===== src/rtl/vc_drain_arb.sv =====
// Round-robin drain arbiter. It moves show-ahead FIFO heads from VCN virtual
// channels onto one registered output, and it keeps a per-VC credit count for the downstream buffer.
module vc_drain_arb #(
  parameter  int VCN     = 4,
  parameter  int D       = 11,
  parameter  int CREDITS = 4,
  localparam int VW      = $clog2(VCN),
  localparam int CW      = $clog2(CREDITS + 1)
) (
  input  logic             clk,
  input  logic             rst,
  input  logic             en,
  input  logic [VCN-1:0]   empty_n,
  input  logic [VCN*D-1:0] q,
  output logic             re,
  output logic [VW-1:0]    r_vc,
  output logic             out_valid,
  input  logic             out_ready,
  output logic [VW-1:0]    out_vc,
  output logic [D-1:0]     out_data,
  input  logic [VCN-1:0]   credit_ret,
  output logic             credit_err
);

  logic [VW-1:0]  r_rr_ptr;
  logic [CW-1:0]  r_credit [VCN];
  logic           r_credit_err;
  logic           r_out_valid;
  logic [VW-1:0]  r_out_vc;
  logic [D-1:0]   r_out_data;

  logic [VCN-1:0] w_elig;
  logic [VCN-1:0] w_dec;
  logic           w_found;
  logic           w_grant;
  logic [VW-1:0]  w_winner;
  logic [VW-1:0]  w_idx;

  // NOTE: every variable assigned here gets a default first, so no latch is inferred.
  always_comb begin
    w_found  = 1'b0;
    w_winner = '0;
    w_idx    = '0;
    for (int v = 0; v < VCN; v++) begin
      w_elig[v] = empty_n[v] && (r_credit[v] != '0);
    end
    // The search starts one past the last winner. At offset VCN it wraps back to the last winner.
    for (int i = 1; i <= VCN; i++) begin
      w_idx = r_rr_ptr + VW'(i);
      if (!w_found && w_elig[w_idx]) begin
        w_found  = 1'b1;
        w_winner = w_idx;
      end
    end
  end

  // rst gates the grant directly, so no read strobe reaches the FIFO while reset is held.
  assign w_grant = en && (!r_out_valid || out_ready) && w_found && !rst;

  always_comb begin
    for (int v = 0; v < VCN; v++) begin
      w_dec[v] = w_grant && (w_winner == VW'(v));
    end
  end

  assign re         = w_grant;
  assign r_vc       = w_winner;
  assign out_valid  = r_out_valid;
  assign out_vc     = r_out_vc;
  assign out_data   = r_out_data;
  assign credit_err = r_credit_err;

  // NOTE: sequential state uses non-blocking assignments only.
  always_ff @(posedge clk or posedge rst) begin
    if (rst) begin
      r_rr_ptr    <= VW'(VCN - 1);
      r_out_valid <= 1'b0;
      r_out_vc    <= '0;
      r_out_data  <= '0;
    end else if (w_grant) begin
      r_rr_ptr    <= w_winner;
      r_out_valid <= 1'b1;
      r_out_vc    <= w_winner;
      r_out_data  <= q[int'(w_winner)*D +: D];
    end else if (out_ready) begin
      r_out_valid <= 1'b0;
    end
  end

  // NOTE: the credit array is small state that has a defined reset value, so it is reset in a loop (not left as memory).
  always_ff @(posedge clk or posedge rst) begin
    if (rst) begin
      for (int v = 0; v < VCN; v++) r_credit[v] <= CW'(CREDITS);
      r_credit_err <= 1'b0;
    end else begin
      for (int v = 0; v < VCN; v++) begin
        case ({credit_ret[v], w_dec[v]})
          2'b10: begin
            if (r_credit[v] == CW'(CREDITS)) r_credit_err <= 1'b1;
            else                             r_credit[v]  <= r_credit[v] + CW'(1);
          end
          2'b01:   r_credit[v] <= r_credit[v] - CW'(1);
          default: ;
        endcase
      end
    end
  end

endmodule

===== config.mk =====
export PLATFORM = sky130hd
export DESIGN_NAME = vc_drain_arb
export DESIGN_NICKNAME = d
export VERILOG_FILES = /design/src/rtl/vc_drain_arb.sv
export SDC_FILE = /design/constraint.sdc
export NUM_CORES = 1
export LEC_CHECK = 0
export ABC_CLOCK_PERIOD_IN_PS = 6200
export CAP_MARGIN = 20
export CORE_MARGIN = 2
export CORE_UTILIZATION = 49
export DETAILED_ROUTE_END_ITERATION = 10
export MAX_ROUTING_LAYER = met4
export PLACE_DENSITY = 0.87
export RECOVER_POWER = 100
export SYNTH_ARGS = -nofsm -noshare
export SYNTH_HDL_FRONTEND = slang
export SYNTH_SLANG_ARGS = --single-unit

===== constraint.sdc =====
create_clock -name clk -period 6.2 [get_ports clk]
set_clock_uncertainty 0.05 [all_clocks]
set_input_delay 0.93 -clock clk [delete_from_list [all_inputs] [get_ports clk]]
set_output_delay 0.93 -clock clk [all_outputs]
set_load 0.005 [all_outputs]

* Word level (Yosys, flattened, before mapping)
Index checks and enable logic that the tools add are counted.
Word-level totals: flip-flop bits (word level) 29, word-level logic and storage cells 113
Operators by class: multipliers 1, add/subtract/negate cells 11, shift operators 1, reductions and logical operators 34, muxes and demuxes 34, $lt $le $gt $ge 4, equal/unequal tests 19
Operator list (count):
- $shiftx 44x7->11 | 1
- $pmux 3 s2 | 4
- $mux 1 | 18
- $logic_and 1x1->1 | 14
- $add 3x1->3 const B | 4
- $eq 2x2->1 const B | 6
- $eq 3x3->1 const B | 4
- $lt 2x3->1 const B | 4
- $mux 3 | 4
- $reduce_bool 3->1 | 4
- $sub 3x1->3 const B | 4
- $eq 2x1->1 const B | 5
- $reduce_bool 2->1 | 5
- $bmux 1 s2 | 4
- $mux 2 | 4
- $ne 2x2->1 const B | 4
- $reduce_and 2->1 | 4
- $mul 2x4->6 const B | 1
- $logic_not 1->1 | 5
- $add 2x2->2 const B | 2
- $add 2x1->2 const B | 1
- $logic_not 2->1 | 1
- $logic_or 1x1->1 | 1

* Logic depth before layout (Yosys ltp)
depth in word-level cells 25, depth in mapped cells 11, depth with buffers taken out 11

* Least setup slack after synthesis
No wires, ideal clock.
path kind in2reg, start point input port empty_n[2], end point register r_credit[5] (netlist name), data required time 6.078 ns, path slack 3.193 ns, path buffers 0, stages 11, arrival time 2.885 ns, setup time 0.072 ns, cell sequence o31a_1 > o221ai_1 > a21oi_2 > inv_2 > nor3_4 > nand2_1 > fa_1 > nor2b_1 > a41oi_1 > o41ai_1 > o21ai_1
On the way: longest elaborated chain between the ends 19, elaborated cells between the ends (all ways) 33
Ends and longest elaborated chain:
- from (decl) | line 13 | input logic [VCN-1:0] empty_n,
- $logic_and 1x1->1 (*) | line 45 | w_elig[v] = empty_n[v] && (r_credit[v] != '0);
- $bmux 1 s2 | line 50 | if (!w_found && w_elig[w_idx]) begin
- $mux 1 (not written as such) | line 50
- $mux 1 | line 50
- $logic_not 1->1 | line 50
- $logic_and 1x1->1 | line 50
- $mux 1 | line 50
- $logic_not 1->1 | line 50
- [... 2 more ...]
- $logic_not 1->1 | line 50
- $logic_and 1x1->1 | line 50
- $mux 1 | line 50
- $logic_and 1x1->1 (2 in series) | line 58 | assign w_grant = en && (!r_out_valid || out_ready) && w_found && !rst;
- $logic_and 1x1->1 (*) | line 62 | w_dec[v] = w_grant && (w_winner == VW'(v));
- $eq 2x2->1 or $eq 2x1->1 (tied branches) | line 97 | case ({credit_ret[v], w_dec[v]})
- $ne 2x2->1 (no source line) or $reduce_bool 2->1 (tied branches)
- $reduce_and 2->1 (no source line)
- to (signal, indexed assignment) | line 100 | else r_credit[v] <= r_credit[v] + CW'(1);
- to (signal, indexed assignment) | line 102 | 2'b01: r_credit[v] <= r_credit[v] - CW'(1);
- to (decl) | line 26 | logic [CW-1:0] r_credit [VCN];
Every way passes the cells marked *; elsewhere a longest branch is shown, timed or not. The select of a mux whose other input is x is not followed. A chain may end at the register's enable or synchronous reset.

* Final worst setup path
start point input port empty_n[1], end point register r_credit[5] (netlist name)
Same word-level chain as after synthesis.

==> impl_metrics.ini <==
[run_status]
status = finished, violations left
violations = capacitance limit, slew limit

[place]
placed_area_um2 = 2810
routabilityCongestion = 0.803
post-place-ws_ns = 1.66
io_buffers = 73
place_hpwl_um = 3850

[synth]
synth_top_area_share_pct = 27.9
synth_edf_count = 0
synth_ff_type = dfrtp_1
synth.top_cells.by_area = dfrtp_1, nand2_1, dfstp_2, and3_1, o31ai_1
ys_warn_count = 0
synthesis.area_um2 = 2060
synthesis.nets = 299
synth.distinct_cells = 50
syn_area_per_cell_um2 = 8.63
ys_seq_area_share_pct = 35.6
synth_seq_cells = 29
ys_async_sr_fraction_pct = 100
synthCells = 239
synth_top_cell_by_area = dfrtp_1

[critical_path]
reg2reg_setup_slack_ns = 1.62
critPathCaptureType = register
cp.required_ns = 6.36
crit_type = in -> reg
cp_max_fo = 21
arrival_ns = 5.20
start_kind = primary input

[grt]
overflow = 0
antenna_found_initial = 0
grt_max_degree = 31
grt_pass1_wl_um = 8580
grtUsageTotal_pct = 25.2
grt_pass1_vias = 1935

[power_and_ir_drop]
cellPowerDensity_nw_per_um2 = 421
p_leak_nw = 1.26
vdd_ir_drop_max_uv = 267
total_power_mw = 1.19

[cells_and_area]
drive_above_1_share_pct = 5.48
area_growth_pct = 37.4
multi_input_area_um2 = 1140
nets = 370
register_area_um2 = 733
n_antenna_cell = 0
final_area_um2 = 2830
layout.filler_cells = 335

[clock_tree]
hold_buffers = 0
ctsResizeCount = 0
numClockSinks = 29
clk_latency_ns = 0.28
cts_tree = built
clk_pin_slew_ns = 0.06
cts_buffers = 5
cts_max_level = 2
clockBufferDepth = 2
cts_setup_buffers = 0
ctsRootBufferMaster = clkbuf_8

[drt]
vias = 1990
drc_errors = 0
routed_via_density = 5.53
firstDrtPassIters = 4
routed_wl_um = 5350
drt-initial-drc-count = 138
ant_nets = 0
wire_per_inst_um = 14.9

[sta]
rsz0062_at_grt = false
timing.hold.ws_ns = 0.419
hold_viol_final = 0
fin_ws_ns = 1.16
worst_slew_pin_slew_ns = 1.60
relSlewSlack_pct = -6.90
tns_ns = 0
min_period_over_period_pct = 81.3
drv_slew = 30
max_freq_ghz = 0.198
setup_viol = 0
min_period_ns = 5.04

[die]
die_area_um2 = 4740
rows = 23
fp.dieW_um = 68.9
core-area_um2 = 4030
start_util_pct = 51.2
die_h_um = 68.9
io_pins = 74

[hold_path]
min_path_type = reg -> reg

[job]
cap_violations = 1
-- state kept, by name, summed over array words and instances, names as in the netlist --
name	flops
r_credit	12
out_vc	2
out_data	11
r_rr_ptr	2
credit_err	1
out_valid	1
-- cell usage after synthesis (all sizes together), types with 3 or more instances --
master	n
dfstp	6
nor2b	3
mux2i	6
o31ai	13
nand2	62
xnor2	4
and3	22
a21o	3
buf	10
nand2b	3
a22oi	3
fa	4
nand3	7
o221ai	3
nor2	9
dfrtp	23
o31a	3
a21oi	5
nand4	4
inv	19
-- report_power, final --
group	internal [mW]	switching (mW)	leakage (nW)
logic	0.308	0.349	0.879
registers	0.295	0.0814	0.338
clock network	0.0880	0.0725	0.0443
total	0.691	0.503	1.26
-- path summary, 6_finish.rpt --
check | from | endpoint | cells past startpoint
min in group asynchronous | rst | credit_err | 3
min | out_data[2] | out_data[2] | 2
max reg2reg | r_credit[7] | r_credit[5] | 12
max in group asynchronous | rst | out_data[2] | 3
max | empty_n[1] | r_credit[5] | 13
min reg2reg | out_data[2] | out_data[2] | 2
-- critical path, cell delays in order --
cell	delay, ns
dlygate4sd3_1	0.56
o31ai_1	0.16
o221ai_1	0.26
a21oi_2	0.16
clkbuf_1	0.63
inv_1	0.46
nor3_1	0.84
nand2_1	0.15
fa_1	0.44
nor2b_1	0.17
a41oi_1	0.23
o41ai_1	0.10
o21ai_1	0.11
-- placed cells by master, fill, tap and decap left out, types with 4 or more instances in the layout --
cell	n
nand4_1	4
xnor2_1	4
dlygate4sd3_1	19
o31ai_1	12
fa_1	4
nand2_1	62
inv_1	19
nor2_1	9
dfrtp_1	23
a21oi_1	4
nand3_1	6
clkdlybuf4s50_1	54
and3_1	22
dfstp_2	6
mux2i_1	6
clkbuf_1	4
clkbuf_8	6
-- per-stage QoR --
| stage | instances | utilization, % |
|---|---|---|
| finish | 360 | 70.3 |
| global route | 360 | 70.3 |
| CTS | 360 | 72.0 |
| detailed placement | 353 | 69.8 |
| global placement | 353 | 69.8 |
| floorplan | 239 | - |
-- kinds of logic after synthesis --
logic type	after synthesis	synth area share [%]
adder cells (fa/ha/maj)	4	3.88
flip-flops	29	35.6
multiplexers	8	4.00
XOR/XNOR	5	2.12
AO/OA/AOI/OAI	44	18.7
AND/OR/NAND/NOR	118	29.1
buffers and inverters	31	6.61
-- per-layer routing --
metal  vias to the layer above  track usage (%)  share of wire (%)
li1                        979                -                  -
met4                         0             11.5               0.95
met1                       943             28.7                 43
met5                         -                -                  0
met3                         6             6.98                5.3
met2                        62             41.3                 51
-- area by class of cell --
type	instances	share of cell area (%)
sequential	29	25.9
tap	50	2.21
multi-input combinational	179	40.2
clock buffer	7	3.05
inverter	19	2.52
timing repair buffer	76	26.2
(Power assumes the default switching activity.)
==> RTL edit 1: new RTL, same settings <==
`VCN`: 4 -> 8.
--- a/src/rtl/vc_drain_arb.sv
+++ b/src/rtl/vc_drain_arb.sv
@@ -3,3 +3,3 @@
 module vc_drain_arb #(
-  parameter  int VCN     = 4,
+  parameter  int VCN     = 8,
   parameter  int D       = 11,
Ports: changed (5 resized); port bits go from 74 to 128. The function was not compared with the original's and may differ.
==> RTL edit 1 against the unedited design <==
  * The flow still finishes with violations (max-capacitance violations, max-slew violations)
  * Sequential cell count grew 14
  * Power grew to 3.3 times the old value
  * Synthesized area grew 120%
  * Critical endpoint is now r_vc[1]
  * Count of clock-buffer cells in the layout shrank 2
  * Setup slack lost 0.79 ns
  * Combinational power grew to 4.6 times the old value
  * Final area grew 110%
  * Register-to-register slack lost 1.1 ns
  * Sequential power grew 77%
  * Wire length grew 140%
  * Critical path depth shrank 3
==> RTL edit 1: results (changes against the unedited design) <==
[outcome]
status=finished, violations left
violations=max-capacitance violations, max-slew violations

[yosys]
synth_area_leaders=dfrtp_1 18%, mux2i_1 16%, dfstp_2 6.4%, fa_1 3.6%, nor2_1 3.0%
seq_area_frac_synth_pct=24.2  ; -11 points
synth_nets=610  ; +100%
avgSynthCellArea_um2=9.16  ; +6.2%
synth_warnings=0  ; unchanged
ys.flop_type=dfrtp_1
synthArstFlopShare_pct=100  ; unchanged
synth_cell_types=86  ; +72%
yosys-top-cells-count=73 x mux2i_1, 36 x nor2_1, 32 x dfrtp_1

[pwr]
p_leak_nw=2.42  ; +92%
peakVddDrop_mv=0.670  ; +150%
p_sw_w=0.00195  ; +290%

[global_routing]
grt_pass1_vias=4316  ; +120%
grt_pass1_wl_mm=20.5  ; +140%
grtUsageTotal_pct=26.5  ; +1.3 points
grt_antenna_before_repair=0  ; unchanged
grt_max_degree=56  ; +81%

[route]
drtIter0Drc=249  ; +80%
dr.pass1.iters=6  ; +2
via_per_inst=6.18  ; +12%
wl_mm=12.9  ; +140%
post_drt_wl_per_cell_um=18.1  ; +22%

[run]
max-cap-violations=1  ; unchanged

[min_path]
min_from=out_data[7]
hold_class=flip-flop to flip-flop

[cts]
clk_latency_ns=0.30  ; +0.02 ns
post_cts_buffers=0  ; unchanged
postCtsResizedCells=0  ; unchanged
htreeDepth=2  ; unchanged
clkTransAtPathRegs_ns=0.09  ; +0.03 ns
ctsLongestPathBuffers=2  ; unchanged
cts-root-buf=clkbuf_8
cts_buffers=5  ; unchanged

[place]
placedInstanceArea_um2=5780  ; +110%
io_buffer_count=127  ; +74%
pre_cts_ws_ns=0.594  ; -1.07 ns
hpwl_mm=10.1  ; +160%
dp_cells=704  ; +99%
place.gp.congestion=0.870  ; +8.3%

[sta]
slew_viol_final=44  ; +47%
setup_viol=0  ; unchanged
max-slew-margin-rel_pct=-57.2  ; -50 points

[setup_path]
crit_start=r_rr_ptr[0]
critPathArrivalTime_ns=4.85  ; -0.35 ns
cp_max_fo=55  ; +160%

[layout]
largest_register_ffs=24  ; +12
final_layout_size_suffix_gt1_share_pct=9.93  ; +4.4 points
fin_nets=721  ; +95%
top_register=r_credit

RTL edit 1: cell count changes in the layout (fill, tap and decap cells not counted), moves of 9 or more:
cell             change
a21oi_1             +10
o22ai_1             +18
a221o_1             +11
o21ai_0             +21
clkdlybuf4s50_1     +56
nor2_1              +27
dfrtp_1              +9
and3_1              -14
mux2i_1             +67
o211ai_1            +11
nand2_1             -43
inv_1                +9
RTL edit 1: cells by family after synthesis:
logic type	after synthesis	share of synthesized area, %
AOI/OAI and AO/OA	143	24.0
xor gates and xnor gates	10	1.94
adders and majority gates	10	4.11
buffers and inverters	61	6.77
DFF	43	24.2
muxes	93	22.8
and+or+nand+nor	132	16.3
RTL edit 1: final timing paths:
path / to / slack (ns) / depth (start not counted)
hold / removal: out_data[7] / 0.47 / 1
setup reg to reg: r_credit[11] / 0.50 / 14
min in group asynchronous: r_credit[22] / 2.00 / 3
max in group asynchronous: r_credit[18] / 2.78 / 3
hold reg to reg: out_data[7] / 0.47 / 1
setup / recovery: r_vc[1] / 0.37 / 10
RTL edit 1: through the flow:
| stage | utilization (%) | hold WS [ns] |
|---|---|---|
| 3_5_place_dp | 65.6 | 0.453 |
| 2_1_floorplan | - | 0.424 |
| 4_1_cts | 67.0 | 0.472 |
| 3_3_place_gp | 65.6 | 0.432 |
| 5_1_grt | 66.5 | 0.489 |
| 6_report | 66.6 | 0.467 |
RTL edit 1: worst max-delay path: stages (launching register included):
cell,delay (ns)
dfstp_2,0.82
inv_2,0.23
ha_1,0.64
mux2_2,0.41
mux4_2,0.52
nor2b_1,0.20
and4_1,0.21
o211ai_1,0.23
and3_1,0.46
inv_8,0.25
clkdlybuf4s50_1,0.53
RTL edit 1: layer usage:
layer / vias up / share of wire [%] / global-route usage [%]
met3: 24 / 7.0 / 4.53
met1: 2085 / 39 / 30.9
met5: - / 0 / -
li1: 2094 / - / -
met2: 200 / 52 / 47.1
met4: 0 / 2.1 / 7.59
RTL edit 1: area by class of cell:
cell class | count | area [µm²]
Timing Repair Buffer | 132 | 1310
Tap cell | 108 | 135
Inverter | 33 | 134
Clock inverter | 3 | 47.5
Sequential cell | 43 | 1090
Clock buffer | 5 | 68.8
Multi-Input combinational cell | 388 | 3080
Antenna cell | 1 | 2.50
Fill cell | 668 | 2950
RTL edit 1: power groups by stage:
stage	registers (W)	logic, W	clock network (W)
2_1_floorplan	0.000578	0.00256	0
3_3_place_gp	0.000654	0.00297	0
3_5_place_dp	0.000664	0.00304	0
4_1_cts	0.000660	0.00306	0.000234
5_1_grt	0.000688	0.00324	0.000247
6_report	0.000664	0.00300	0.000229
==> RTL edit 2: new RTL, same flow settings <==
Made on the original files. Reset style: synchronous (`rst`), changed in 2 clocked blocks.
--- a/src/rtl/vc_drain_arb.sv
+++ b/src/rtl/vc_drain_arb.sv
@@ -73,3 +73,3 @@
   // NOTE: sequential state uses non-blocking assignments only.
-  always_ff @(posedge clk or posedge rst) begin
+  always_ff @(posedge clk) begin
     if (rst) begin
@@ -90,3 +90,3 @@
   // NOTE: the credit array is small state that has a defined reset value, so it is reset in a loop (not left as memory).
-  always_ff @(posedge clk or posedge rst) begin
+  always_ff @(posedge clk) begin
     if (rst) begin
Check against the original RTL: differs if rst is asserted again (counterexample within 4 cycles, from zero or initial values and one cycle with rst high); with rst held inactive, the same outputs for 4 cycles.
==> RTL edit 2 against the unedited design <==
  * Wire length rose by 14%
  * Setup slack worse by 0.0075 ns
  * Utilization rose by 1.2 points
  * Non-clock buffer count rose by 2
  * Hold slack worse by 0.0069 ns
  * Sequential share of layout area fell by 1.9 points
  * Sequential cell count is the same
  * Final cell count is 4.7% higher
  * Count of clock-buffer cells in the layout down 1
  * Synthesized area grew 3.0%
  * Final area rose by 3.2%
Power is not compared: it rests on default switching activity, and its combinational part moved more than twofold at a synthesized area within 25%.
==> RTL edit 2: results (changes against the unedited design) <==
[setup_path]
critPathArrivalTime_ns=4.07  ; -1.13 ns
cp_max_fo=28  ; +33%
cp_slowest_cell=clkbuf_1

[route]
wl_met2_mm=3.05  ; +13%
wl_met1_mm=2.61  ; +13%
dr_wl_met3_um=330  ; +15%
drtIter0Drc=161  ; +17%
post_drt_wl_per_cell_um=16.1  ; +8.6%
via_per_inst=5.95  ; +7.6%

[yosys]
synthArstFlopShare_pct=0  ; -100 points
synth_cell_types=52  ; +4.0%
ys.flop_type=dfxtp_1
synth_warnings=0  ; unchanged
seq_area_frac_synth_pct=33.0  ; -2.6 points
synth_edf_count=12  ; +12
synth_area_leaders=edfxtp_1 17%, dfxtp_1 16%, nand3_1 9.4%, o21ai_0 6.8%, and3_1 6.8%
yosys-top-cells-count=40 x nand3_1, 29 x o21ai_0, 23 x and3_1
synth_nets=321  ; +7.4%
avgSynthCellArea_um2=8.20  ; -5.0%

[global_routing]
grtUsageTotal_pct=25.8  ; +0.64 points
grt_max_degree=29  ; -6.5%
grt_pass1_vias=2132  ; +10%
grt_pass1_wl_mm=9.92  ; +16%

[outcome]
status=complete, no violations

[cts]
postCtsResizedCells=0  ; unchanged
htreeDepth=2  ; unchanged

[layout]
final_layout_size_suffix_gt1_share_pct=5.81  ; +0.33 points
fillers=349  ; +4.2%
fin_nets=388  ; +4.9%
fin_cells=377  ; +4.7%

[place]
io_buffer_count=73  ; unchanged
dp_cells=369  ; +4.5%
hpwl_mm=4.48  ; +16%
place.gp.congestion=0.850  ; +5.8%

[sta]
max-slew-margin-rel_pct=23.1  ; +30 points

[pwr]
switching_share_pct=31.3

==> RTL edit 2: cell count changes after synthesis, sizes merged, moves of 17 or more <==
cell	before	now
dfxtp	0	17
nand2	62	11
o21ai	1	29
dfrtp	23	0
nand3	7	40
==> RTL edit 2: layout make-up <==
class                           count  area [µm²]  share of cell area [%]
Clock inverter                      2        10.0                   0.342
Sequential cell                    29         701                    24.0
Inverter                           15        61.3                    2.10
Multi-Input combinational cell    197        1250                    42.8
Tap cell                           50        62.6                    2.14
Timing Repair Buffer               78         764                    26.1
Clock buffer                        6        72.6                    2.48
==> RTL edit 2: worst paths after layout <==
check	slack (ns)	depth (start not counted)	start	end
max	1.15	7	empty_n[1]	re
min reg2reg	0.41	2	out_data[4]	out_data[4]
min	0.41	2	out_data[4]	out_data[4]
max reg2reg	2.12	14	r_credit[3][0]	r_credit[1][2]
==> RTL edit 2: cells by family after synthesis <==
family,count (synthesis),share of synthesized area (%)
AOI/OAI and AO/OA,77,26.5
xor gates and xnor gates,3,1.24
adders and majority gates,6,4.60
buffers and inverters,33,6.60
DFF,29,33.0
muxes,1,0.530
and+or+nand+nor,110,27.6
==> RTL edit 2: metrics by stage <==
step	setup WS (ns)	total power, W	area, µm²	hold slack (ns)
global placement	1.98	0.000436	2880	0.403
CTS	1.97	0.000592	2960	0.415
detailed placement	1.85	0.000442	2880	0.406
floorplan	2.74	0.000350	2120	0.411
finish	1.15	0.000580	2920	0.412
global route	0.992	0.000616	2920	0.431
==> RTL edit 2: critical path: cells and delay by family <==
kind	cells	cell delay [ns]
compound gates	2	0.54
simple gates	1	0.15
buf+inv	4	2.45
==> RTL edit 2: per-layer routing <==
metal / global-route usage, % / up-vias
met5: - / -
met1: 32.9 / 1063
li1: - / 1101
met4: 6.62 / 0
met2: 42.8 / 69
met3: 4.36 / 9
